===== src/rtl/pong_pkg.sv =====
// Shared types and constants for the pong match sequencer.
// Holds the FSM state enum, score width and a saturating score helper.
package pong_pkg;

  typedef enum logic [2:0] {
    IDLE      = 3'd0,
    SERVE     = 3'd1,
    RALLY     = 3'd2,
    POINT     = 3'd3,
    GAME_OVER = 3'd4
  } game_state_t;

  localparam int SCORE_W     = 4;
  localparam int WIN_SCORE_D = 9;

  function automatic logic [SCORE_W-1:0] sat_inc(
    input logic [SCORE_W-1:0] s,
    input logic [SCORE_W-1:0] lim
  );
    return (s >= lim) ? lim : s + 1'b1;
  endfunction

endpackage


===== src/rtl/pong_game_ctrl_if.sv =====
// Match-control bundle between the ball/paddle side and the score display.
// master drives tick/serve/score levels; slave is the sequencer.
interface pong_game_ctrl_if;
  import pong_pkg::*;

  logic               tick;
  logic               serve_btn;
  logic               score_left;
  logic               score_right;
  logic               ball_run;
  logic               ball_recenter;
  logic               serve_right;
  logic [SCORE_W-1:0] left_score;
  logic [SCORE_W-1:0] right_score;
  logic               game_over;
  logic               left_wins;
  logic [2:0]         state_o;

  modport master (
    output tick, serve_btn,
    output score_left, score_right,
    input  ball_run, ball_recenter,
    input  serve_right, left_score,
    input  right_score, game_over,
    input  left_wins, state_o
  );

  modport slave (
    input  tick, serve_btn,
    input  score_left, score_right,
    output ball_run, ball_recenter,
    output serve_right, left_score,
    output right_score, game_over,
    output left_wins, state_o
  );

endinterface


===== src/rtl/pong_edge_det.sv =====
// Rising-edge pulse generator with optional 2-flop synchroniser.
// Ports: clk, reset (sync, active-low), d level in, pulse 1-cycle out.
module pong_edge_det #(
  parameter bit SYNC = 1'b1
) (
  input  logic clk,
  input  logic reset,
  input  logic d,
  output logic pulse
);

  logic s1;
  logic s2;
  logic prev;
  logic cur;

  assign cur   = SYNC ? s2 : d;
  assign pulse = cur & ~prev;

  always_ff @(posedge clk) begin
    if (!reset) begin
      s1   <= 1'b0;
      s2   <= 1'b0;
      prev <= 1'b0;
    end else begin
      s1   <= d;
      s2   <= s1;
      prev <= cur;
    end
  end

endmodule


===== src/rtl/pong_game_ctrl.sv =====
// Pong match sequencer: serve/rally/point/game-over flow, scores, serve dir.
// Ports: clk, reset (sync, active-low), bus (pong_game_ctrl_if.slave).
module pong_game_ctrl
  import pong_pkg::*;
#(
  parameter int WIN_SCORE   = WIN_SCORE_D,
  parameter int SERVE_TICKS = 60,
  parameter int POINT_TICKS = 30,
  parameter int CNT_W       = 8
) (
  input logic               clk,
  input logic               reset,
  pong_game_ctrl_if.slave   bus
);

  localparam logic [SCORE_W-1:0] WIN =
    SCORE_W'(WIN_SCORE);
  localparam logic [CNT_W-1:0] SRV_N =
    CNT_W'(SERVE_TICKS);
  localparam logic [CNT_W-1:0] PNT_N =
    CNT_W'(POINT_TICKS);

  logic serve_req;
  logic pt_l;
  logic pt_r;

  pong_edge_det #(.SYNC(1'b1)) u_srv (
    .clk   (clk),
    .reset (reset),
    .d     (bus.serve_btn),
    .pulse (serve_req)
  );

  pong_edge_det #(.SYNC(1'b0)) u_pl (
    .clk   (clk),
    .reset (reset),
    .d     (bus.score_left),
    .pulse (pt_l)
  );

  pong_edge_det #(.SYNC(1'b0)) u_pr (
    .clk   (clk),
    .reset (reset),
    .d     (bus.score_right),
    .pulse (pt_r)
  );

  game_state_t        state_q, state_d;
  logic [CNT_W-1:0]   cnt_q, cnt_d;
  logic [SCORE_W-1:0] ls_q, ls_d;
  logic [SCORE_W-1:0] rs_q, rs_d;
  logic               sr_q, sr_d;
  logic               lw_q, lw_d;
  logic               run_q, run_d;
  logic               rec_q, rec_d;
  logic               go_q, go_d;
  logic               expire;
  logic [SCORE_W-1:0] scorer;

  // Counter at 1 or 0 on a tick ends the wait.
  assign expire = (cnt_q <= CNT_W'(1));
  // serve_right=1 means left took the last point.
  assign scorer = sr_q ? ls_q : rs_q;

  always_ff @(posedge clk) begin
    if (!reset) begin
      state_q <= IDLE;
      cnt_q   <= '0;
      ls_q    <= '0;
      rs_q    <= '0;
      sr_q    <= 1'b1;
      lw_q    <= 1'b0;
      run_q   <= 1'b0;
      rec_q   <= 1'b1;
      go_q    <= 1'b0;
    end else begin
      state_q <= state_d;
      cnt_q   <= cnt_d;
      ls_q    <= ls_d;
      rs_q    <= rs_d;
      sr_q    <= sr_d;
      lw_q    <= lw_d;
      run_q   <= run_d;
      rec_q   <= rec_d;
      go_q    <= go_d;
    end
  end

  always_comb begin
    state_d = state_q;
    cnt_d   = cnt_q;
    ls_d    = ls_q;
    rs_d    = rs_q;
    sr_d    = sr_q;
    lw_d    = lw_q;
    unique case (state_q)
      IDLE: begin
        if (serve_req) begin
          state_d = SERVE;
          cnt_d   = SRV_N;
        end
      end
      SERVE: begin
        if (bus.tick) begin
          if (expire) begin
            state_d = RALLY;
            cnt_d   = '0;
          end else begin
            cnt_d = cnt_q - 1'b1;
          end
        end
      end
      RALLY: begin
        if (pt_l) begin
          ls_d    = sat_inc(ls_q, WIN);
          sr_d    = 1'b1;
          state_d = POINT;
          cnt_d   = PNT_N;
        end else if (pt_r) begin
          rs_d    = sat_inc(rs_q, WIN);
          sr_d    = 1'b0;
          state_d = POINT;
          cnt_d   = PNT_N;
        end
      end
      POINT: begin
        if (bus.tick) begin
          if (!expire) begin
            cnt_d = cnt_q - 1'b1;
          end else if (scorer == WIN) begin
            state_d = GAME_OVER;
            lw_d    = sr_q;
            cnt_d   = '0;
          end else begin
            state_d = SERVE;
            cnt_d   = SRV_N;
          end
        end
      end
      GAME_OVER: begin
        if (serve_req) begin
          ls_d    = '0;
          rs_d    = '0;
          state_d = SERVE;
          cnt_d   = SRV_N;
        end
      end
      default: begin
        state_d = IDLE;
        cnt_d   = '0;
      end
    endcase
  end

  // Outputs follow the next state so they land with it.
  always_comb begin
    run_d = (state_d == RALLY);
    rec_d = (state_d != RALLY);
    go_d  = (state_d == GAME_OVER);
  end

  assign bus.ball_run      = run_q;
  assign bus.ball_recenter = rec_q;
  assign bus.serve_right   = sr_q;
  assign bus.left_score    = ls_q;
  assign bus.right_score   = rs_q;
  assign bus.game_over     = go_q;
  assign bus.left_wins     = lw_q;
  assign bus.state_o       = state_q;

endmodule

===== src/flat_wrapper.sv =====
// flat-port wrapper written by rule: the top's interface ports become plain ports
module pong_game_ctrl_flat import pong_pkg::*;
#(
  parameter int WIN_SCORE   = WIN_SCORE_D,
  parameter int SERVE_TICKS = 60,
  parameter int POINT_TICKS = 30,
  parameter int CNT_W       = 8
)
  (clk, reset, bus_tick, bus_serve_btn, bus_score_left, bus_score_right, bus_ball_run, bus_ball_recenter, bus_serve_right, bus_left_score, bus_right_score, bus_game_over, bus_left_wins, bus_state_o);
  pong_game_ctrl_if bus_i ();
  input logic clk;
  input logic reset;
  input wire logic [$bits(bus_i.tick)-1:0] bus_tick;
  input wire logic [$bits(bus_i.serve_btn)-1:0] bus_serve_btn;
  input wire logic [$bits(bus_i.score_left)-1:0] bus_score_left;
  input wire logic [$bits(bus_i.score_right)-1:0] bus_score_right;
  output wire logic [$bits(bus_i.ball_run)-1:0] bus_ball_run;
  output wire logic [$bits(bus_i.ball_recenter)-1:0] bus_ball_recenter;
  output wire logic [$bits(bus_i.serve_right)-1:0] bus_serve_right;
  output wire logic [$bits(bus_i.left_score)-1:0] bus_left_score;
  output wire logic [$bits(bus_i.right_score)-1:0] bus_right_score;
  output wire logic [$bits(bus_i.game_over)-1:0] bus_game_over;
  output wire logic [$bits(bus_i.left_wins)-1:0] bus_left_wins;
  output wire logic [$bits(bus_i.state_o)-1:0] bus_state_o;
  assign bus_i.tick = bus_tick;
  assign bus_i.serve_btn = bus_serve_btn;
  assign bus_i.score_left = bus_score_left;
  assign bus_i.score_right = bus_score_right;
  assign bus_ball_run = bus_i.ball_run;
  assign bus_ball_recenter = bus_i.ball_recenter;
  assign bus_serve_right = bus_i.serve_right;
  assign bus_left_score = bus_i.left_score;
  assign bus_right_score = bus_i.right_score;
  assign bus_game_over = bus_i.game_over;
  assign bus_left_wins = bus_i.left_wins;
  assign bus_state_o = bus_i.state_o;
  pong_game_ctrl #(.WIN_SCORE(WIN_SCORE), .SERVE_TICKS(SERVE_TICKS), .POINT_TICKS(POINT_TICKS), .CNT_W(CNT_W)) u_core (.clk(clk), .reset(reset), .bus(bus_i));
endmodule

===== config.mk =====
export PLATFORM = sky130hd
export DESIGN_NAME = pong_game_ctrl_flat
export DESIGN_NICKNAME = d
export VERILOG_FILES = /design/src/rtl/pong_pkg.sv /design/src/rtl/pong_game_ctrl_if.sv /design/src/rtl/pong_edge_det.sv /design/src/rtl/pong_game_ctrl.sv /design/src/flat_wrapper.sv
export SDC_FILE = /design/constraint.sdc
export NUM_CORES = 1
export LEC_CHECK = 0
export ABC_AREA = 1
export CORE_MARGIN = 8
export CORE_UTILIZATION = 49
export CTS_CLUSTER_SIZE = 24
export DETAILED_ROUTE_END_ITERATION = 10
export PLACE_DENSITY = 0.73
export SYNTH_ARGS = -nofsm -noshare
export SYNTH_HDL_FRONTEND = slang
export SYNTH_SLANG_ARGS = --single-unit

===== constraint.sdc =====
create_clock -name clk -period 1.6 [get_ports clk]
set_input_delay 0.32 -clock clk [delete_from_list [all_inputs] [get_ports clk]]
set_output_delay 0.32 -clock clk [all_outputs]
set_load 0.01 [all_outputs]

Yosys cells after proc, flatten, opt, wreduce, memory -nomap -nowiden
Cells that the tools add are included.
{"block": "word_totals", "output_inout_bits": 16, "input_bits": 6, "wordCells": 80, "register_bits": 29}
{"block": "op_classes", "n_reduce_logical": 9, "n_lt_le_gt_ge": 3, "add_sub_neg": 3, "bitwise_logic": 6, "n_eq_ne": 16, "muxes": 29}
{"cell": "8-bit 2-to-1 mux", "count": 7}
{"cell": "8-bit case mux with 4 select lines", "count": 1}
{"cell": "4-bit 2-to-1 mux", "count": 7}
{"cell": "3-bit 2-to-1 mux", "count": 8}
{"cell": "4-bit case mux with 2 select lines", "count": 2}
{"cell": "3-bit case mux with 4 select lines", "count": 1}
{"cell": "4-bit AND reduction", "count": 3}
{"cell": "3-bit by 2-bit == test with 1-bit output (second input constant)", "count": 3}
{"cell": "4-bit by 1-bit adder with 4-bit output (second input constant)", "count": 2}
{"cell": "4-bit >= comparator (second input constant)", "count": 2}
{"cell": "8-bit by 1-bit less-or-equal comparator with 1-bit output (second input constant)", "count": 1}
{"cell": "2-bit by 1-bit != test with 1-bit output (second input constant)", "count": 4}
{"cell": "8-bit by 1-bit subtractor with 8-bit output (second input constant)", "count": 1}
{"cell": "3-bit == test (second input constant)", "count": 2}
{"cell": "6-bit 2-to-1 mux", "count": 1}
{"cell": "2-bit != test (second input constant)", "count": 3}
{"cell": "4-bit == test (second input constant)", "count": 1}
{"cell": "2-bit nonzero test", "count": 2}
{"cell": "1-bit AND", "count": 3}
{"cell": "3-bit by 1-bit == test with 1-bit output (second input constant)", "count": 1}
{"cell": "3-bit logical NOT", "count": 1}
{"cell": "3-bit by 1-bit != test with 1-bit output (second input constant)", "count": 1}
{"cell": "3-bit by 2-bit != test with 1-bit output (second input constant)", "count": 1}
{"cell": "1-bit NOT", "count": 3}
{"cell": "4 further kinds", "count": 5}

Depth between registers and ports, before layout
{"block": "depth", "ltp_word": 7, "depth_mapped": 11, "mapped_depth_nobuf": 11}

Hierarchy
Synthesis repeated with hierarchy kept, for this count alone.
{"block": "hier_totals", "hier_cells": 248, "hier_area_um2": 1720.4}
{"module": "pong_game_ctrl", "seq_area_each_um2": 480.5, "n_inst": 1, "cells_per_inst": 227, "area_each_um2": 1552.7}
{"module": "pong_edge_det (u_core.u_srv)", "seq_area_each_um2": 60.1, "n_inst": 1, "cells_per_inst": 11, "area_each_um2": 92.6}
{"module": "pong_edge_det (u_core.u_pl ...)", "seq_area_each_um2": 20.0, "n_inst": 2, "cells_per_inst": 5, "area_each_um2": 37.5}

Least setup slack after synthesis
OpenSTA, ideal clock, no wires.
{"block": "synth_path", "path_type": "flip-flop to flip-flop", "start": "reg u_core.cnt_q[0]", "end": "reg u_core.cnt_q[4]", "path_buffers": 0, "period_less_slack_ns": 1.467, "stages_incl_launch_ff": 11, "arrival_ns": 1.396, "setup_ns": 0.071, "setup_slack_ns": 0.133, "required_time_ns": 1.529, "cell_sequence": "dfxtp_1 inv_1 ha_1 or2_1 nand4_1 nand2_1 inv_1 nand2_1 nand2_1 nand2_1 a21oi_1"}
{"block": "synth_via", "elab_chain_cells": 4, "word_cells_on_any_way": 7, "classes_between": "add/sub (1); order compare (1); mux (5)"}
{"element": "start: declaration", "line_no": "pong_game_ctrl.sv:49", "text": "logic [CNT_W-1:0] cnt_q, cnt_d;"}
{"element": "start signal: assignment", "line_no": "pong_game_ctrl.sv:78", "text": "cnt_q <= cnt_d;"}
{"element": "8-bit by 1-bit subtractor with 8-bit output or 8-bit by 1-bit less-or-equal comparator with 1-bit output (tied branches)", "line_no": "pong_game_ctrl.sv:109, pong_game_ctrl.sv:129, pong_game_ctrl.sv:61"}
{"element": "8-bit 2-to-1 mux, on equally long branches", "line_no": "pong_game_ctrl.sv:128, pong_game_ctrl.sv:105"}
{"element": "8-bit 2-to-1 mux, on equally long branches", "line_no": "pong_game_ctrl.sv:127, pong_game_ctrl.sv:104"}
{"element": "8-bit case mux with 4 select lines *", "line_no": "pong_game_ctrl.sv:96", "text": "unique case (state_q)"}
Mark *: on every way between the ends. The rest lies on a longest branch, timed or not. The select of a mux whose other input is x is not followed.
A chain may end at the register's enable or synchronous reset.

Final worst setup path
{"block": "layout_path", "start": "reg u_core.rs_q[1] (netlist: u_core.bus.right_score[1])", "end": "out bus_right_score[1]"}
{"element": "start: declaration", "line_no": "pong_game_ctrl.sv:51", "text": "logic [SCORE_W-1:0] rs_q, rs_d;"}
{"element": "start signal: assignment", "line_no": "pong_game_ctrl.sv:80", "text": "rs_q <= rs_d;"}
{"element": "end: declaration", "line_no": "flat_wrapper.sv:21", "text": "output wire logic [$bits(bus_i.right_score)-1:0] bus_right_score;"}
No word-level cell between the ends.

==> results by group <==
Power and ir drop
  • P per Cell Area: 830 nW/µm²
  • Leak Pwr: 1.04 nW
  • Worst VDD drop: 650 µV

Cells and area
  • Diodes inserted: 0
  • Fillcell total: 287
  • Most frequent cells in the layout: nand2_1, inv_1, nor2_1, a21oi_1, dfxtp_1
  • Layout cells sized above 1: 24.3%
  • Cell Count, Final, Fillers Out: 307
  • Final design area excluding fillers: 2030 µm²
  • Leading cell type in the layout, fill and taps excluded: nand2_1
  • Layout net count: 276
  • Sequential Area: 594 µm²
  • Area delta synth->final: 28.8%
  • Multi-input logic area: 875 µm²

Synth
  • Yosys cell types: 27
  • Share of Yosys cell area claimed by the top area cell type: 36.8%
  • Post-Synthesis Cell Area: 1580 µm²
  • Seq/Total Area, Yosys: 36.8%
  • Async SR Flop Fraction: 0%
  • Ys flop type: dfxtp_1
  • Leading post-synthesis cells by cell area: dfxtp_1, nand2_1, inv_1, a21oi_1, ha_1
  • Warnings from Yosys: 0
  • Area leader, netlist: dfxtp_1
  • Register bit total from synthesis: 29
  • Syn Area/Cell: 7.01 µm²
  • Post-synth EDFFs: 0
  • Net Count, Synth: 239
  • Syn Inst Count: 225

Timing
  • Fin. max-slew vios: 0
  • Max Fclk: 637 MHz
  • Final Critical Period: 1570 ps
  • Part of the cycle the worst path needs: 98.0%
  • Max Clock Skew: 8.50 ps
  • Worst-Margin Slew: 458 ps
  • Final setup vio count: 0
  • RSZ-0062 raised after global routing: yes
  • Max_slew headroom: 69.4%
  • Final hold viol count: 0
  • Hold Worst Slack: 417 ps

Clock network
  • Sink Count: 29
  • Post-CTS setup buffer count: 0
  • CTS Buffer Depth: 2
  • Root Buffer: clkbuf_4
  • Hold bufs inserted after CTS: 0
  • H-tree level count: 2
  • Clock buffer count from CTS: 5
  • Clock latency on the worst-skew pair: 330 ps
  • CTS tree: done
  • Clk pin slew, worst setup/hold paths: 90 ps

Floorplanning
  • Die width: 72.7 µm
  • Die Area: 5290 µm²
  • Core footprint: 3050 µm²
  • Initial core utilization: 51.7%
  • Top Ports: 22
  • Chip height: 72.7 µm
  • Row cnt: 20

Placed design
  • Cell Area, Placed: 1920 µm²
  • Final GP Congestion: 0.863
  • Port Buffers: 21
  • Hpwl dp: 2670 µm
  • Placed Cells: 299

Global routing
  • Vias in the first global route: 1,294
  • Total gr overflow: 0
  • Total GRT Usage: 14.1%
  • Largest net degree at the start of global routing: 12
  • First-pass GRT wire length: 5880 µm
  • Initial antenna violation count: 0

Routing
  • Drc violations: 0
  • Vias per cell: 4.77
  • Drt first pass iters: 5
  • Final WL: 3540 µm
  • Final ANT Viol Nets: 0
  • Per-cell routed wire length: 11.5 µm
  • Initial DRC Count: 133
  • Vias: 1,463

Worst setup path
  • Crit path arrival time: 1250 ps
  • Crit path max-delay family: buffers and inverters
  • Worst path max stage delay: 540 ps
  • CP startpoint kind: flip-flop
  • Buffers and inverters on the worst path: 1
  • Critical Path, Cell by Cell: clkdlybuf4s50_1
  • Slowest cell on the critical path: clkdlybuf4s50_1
  • Worst setup EP type: output port
  • CP required: 1280 ps
  • Crit path kind: reg2out
  • CP Max Fanout: 5

Run status
  • Status: finished clean

Min path
  • Hold crit path type: reg2reg

Flow run
  • Max Cap Viol: 0
## routing by layer
metal	vias to the layer above	wire (µm)	GRT usage (%)
li1	782	-	-
met1	644	1710	18.0
met2	29	1620	21.1
met3	8	158	4.53
met4	0	54	6.00
met5	-	0	0
## cell type report
class,instances,share of cell area (%)
timing repair buffer,32,15.1
inverter,40,7.39
clock inverter,2,0.493
sequential,29,29.2
tap,44,2.71
multi-input combinational,154,43.0
clock buffer,6,2.03
## cells by family after synthesis
family                     Yosys count  share of synthesized area [%]
and+or+nand+nor                    108                           31.6
buffers and inverters               42                           9.99
AOI/OAI and AO/OA                   34                           13.1
DFF                                 29                           36.8
adders and majority gates            8                           6.34
xor gates and xnor gates             4                           2.22
## stage by stage
step,power (mW),utilization (%),setup TNS [ps],setup slack [ps]
floorplan,1.10,-,0,133
finish,1.69,66.6,0,31.2
detailed placement,1.24,62.8,-2060,-156
global placement,1.24,62.8,-1420,-141
global route,1.78,66.6,-60.6,-20.7
CTS,1.67,64.9,0,4.12
## synth_stat cells (2+ instances only)
cell type,count
nor3b_2,2
ha_1,8
a21oi_1,20
nand3_1,6
nor3_1,4
nand4_1,5
inv_2,4
inv_1,36
o21ai_0,5
o21ai_1,3
clkbuf_1,2
nand2_1,51
nor2_1,24
xnor2_1,3
nand2_2,5
a21oi_2,2
dfxtp_1,29
nor2_2,6
nand3b_1,2
## sequential cells by signal, indices dropped and copies added (netlist names), 3 cells and up
signal,cells
u_core.bus.state_o,3
u_core.bus.left_score,4
u_core.bus.right_score,4
u_core.cnt_q,8
## power breakdown
part | leakage [nW] | total [mW] | internal (mW) | switching (mW)
Combinational | 0.770 | 0.467 | 0.199 | 0.268
Clock | 0.0320 | 0.422 | 0.167 | 0.255
Sequential | 0.240 | 0.798 | 0.761 | 0.0374
Total | 1.04 | 1.69 | 1.13 | 0.560
## timing repair
action	4_1_cts	5_1_grt
pin swaps	0	9
gates resized for setup	13	22
setup endpoints to repair	10	16
## final timing paths
path / startpoint / to / slack, ps / cells past startpoint
setup reg to reg: u_core.cnt_q[1] / u_core.cnt_q[3] / 70 / 10
setup / recovery: u_core.bus.right_score[1] / bus_right_score[1] / 30 / 1
hold reg to reg: u_core.u_srv.s1 / u_core.u_srv.cur / 420 / 2
hold / removal: u_core.u_srv.s1 / u_core.u_srv.cur / 420 / 2
Power figures use the tool's default switching activity.
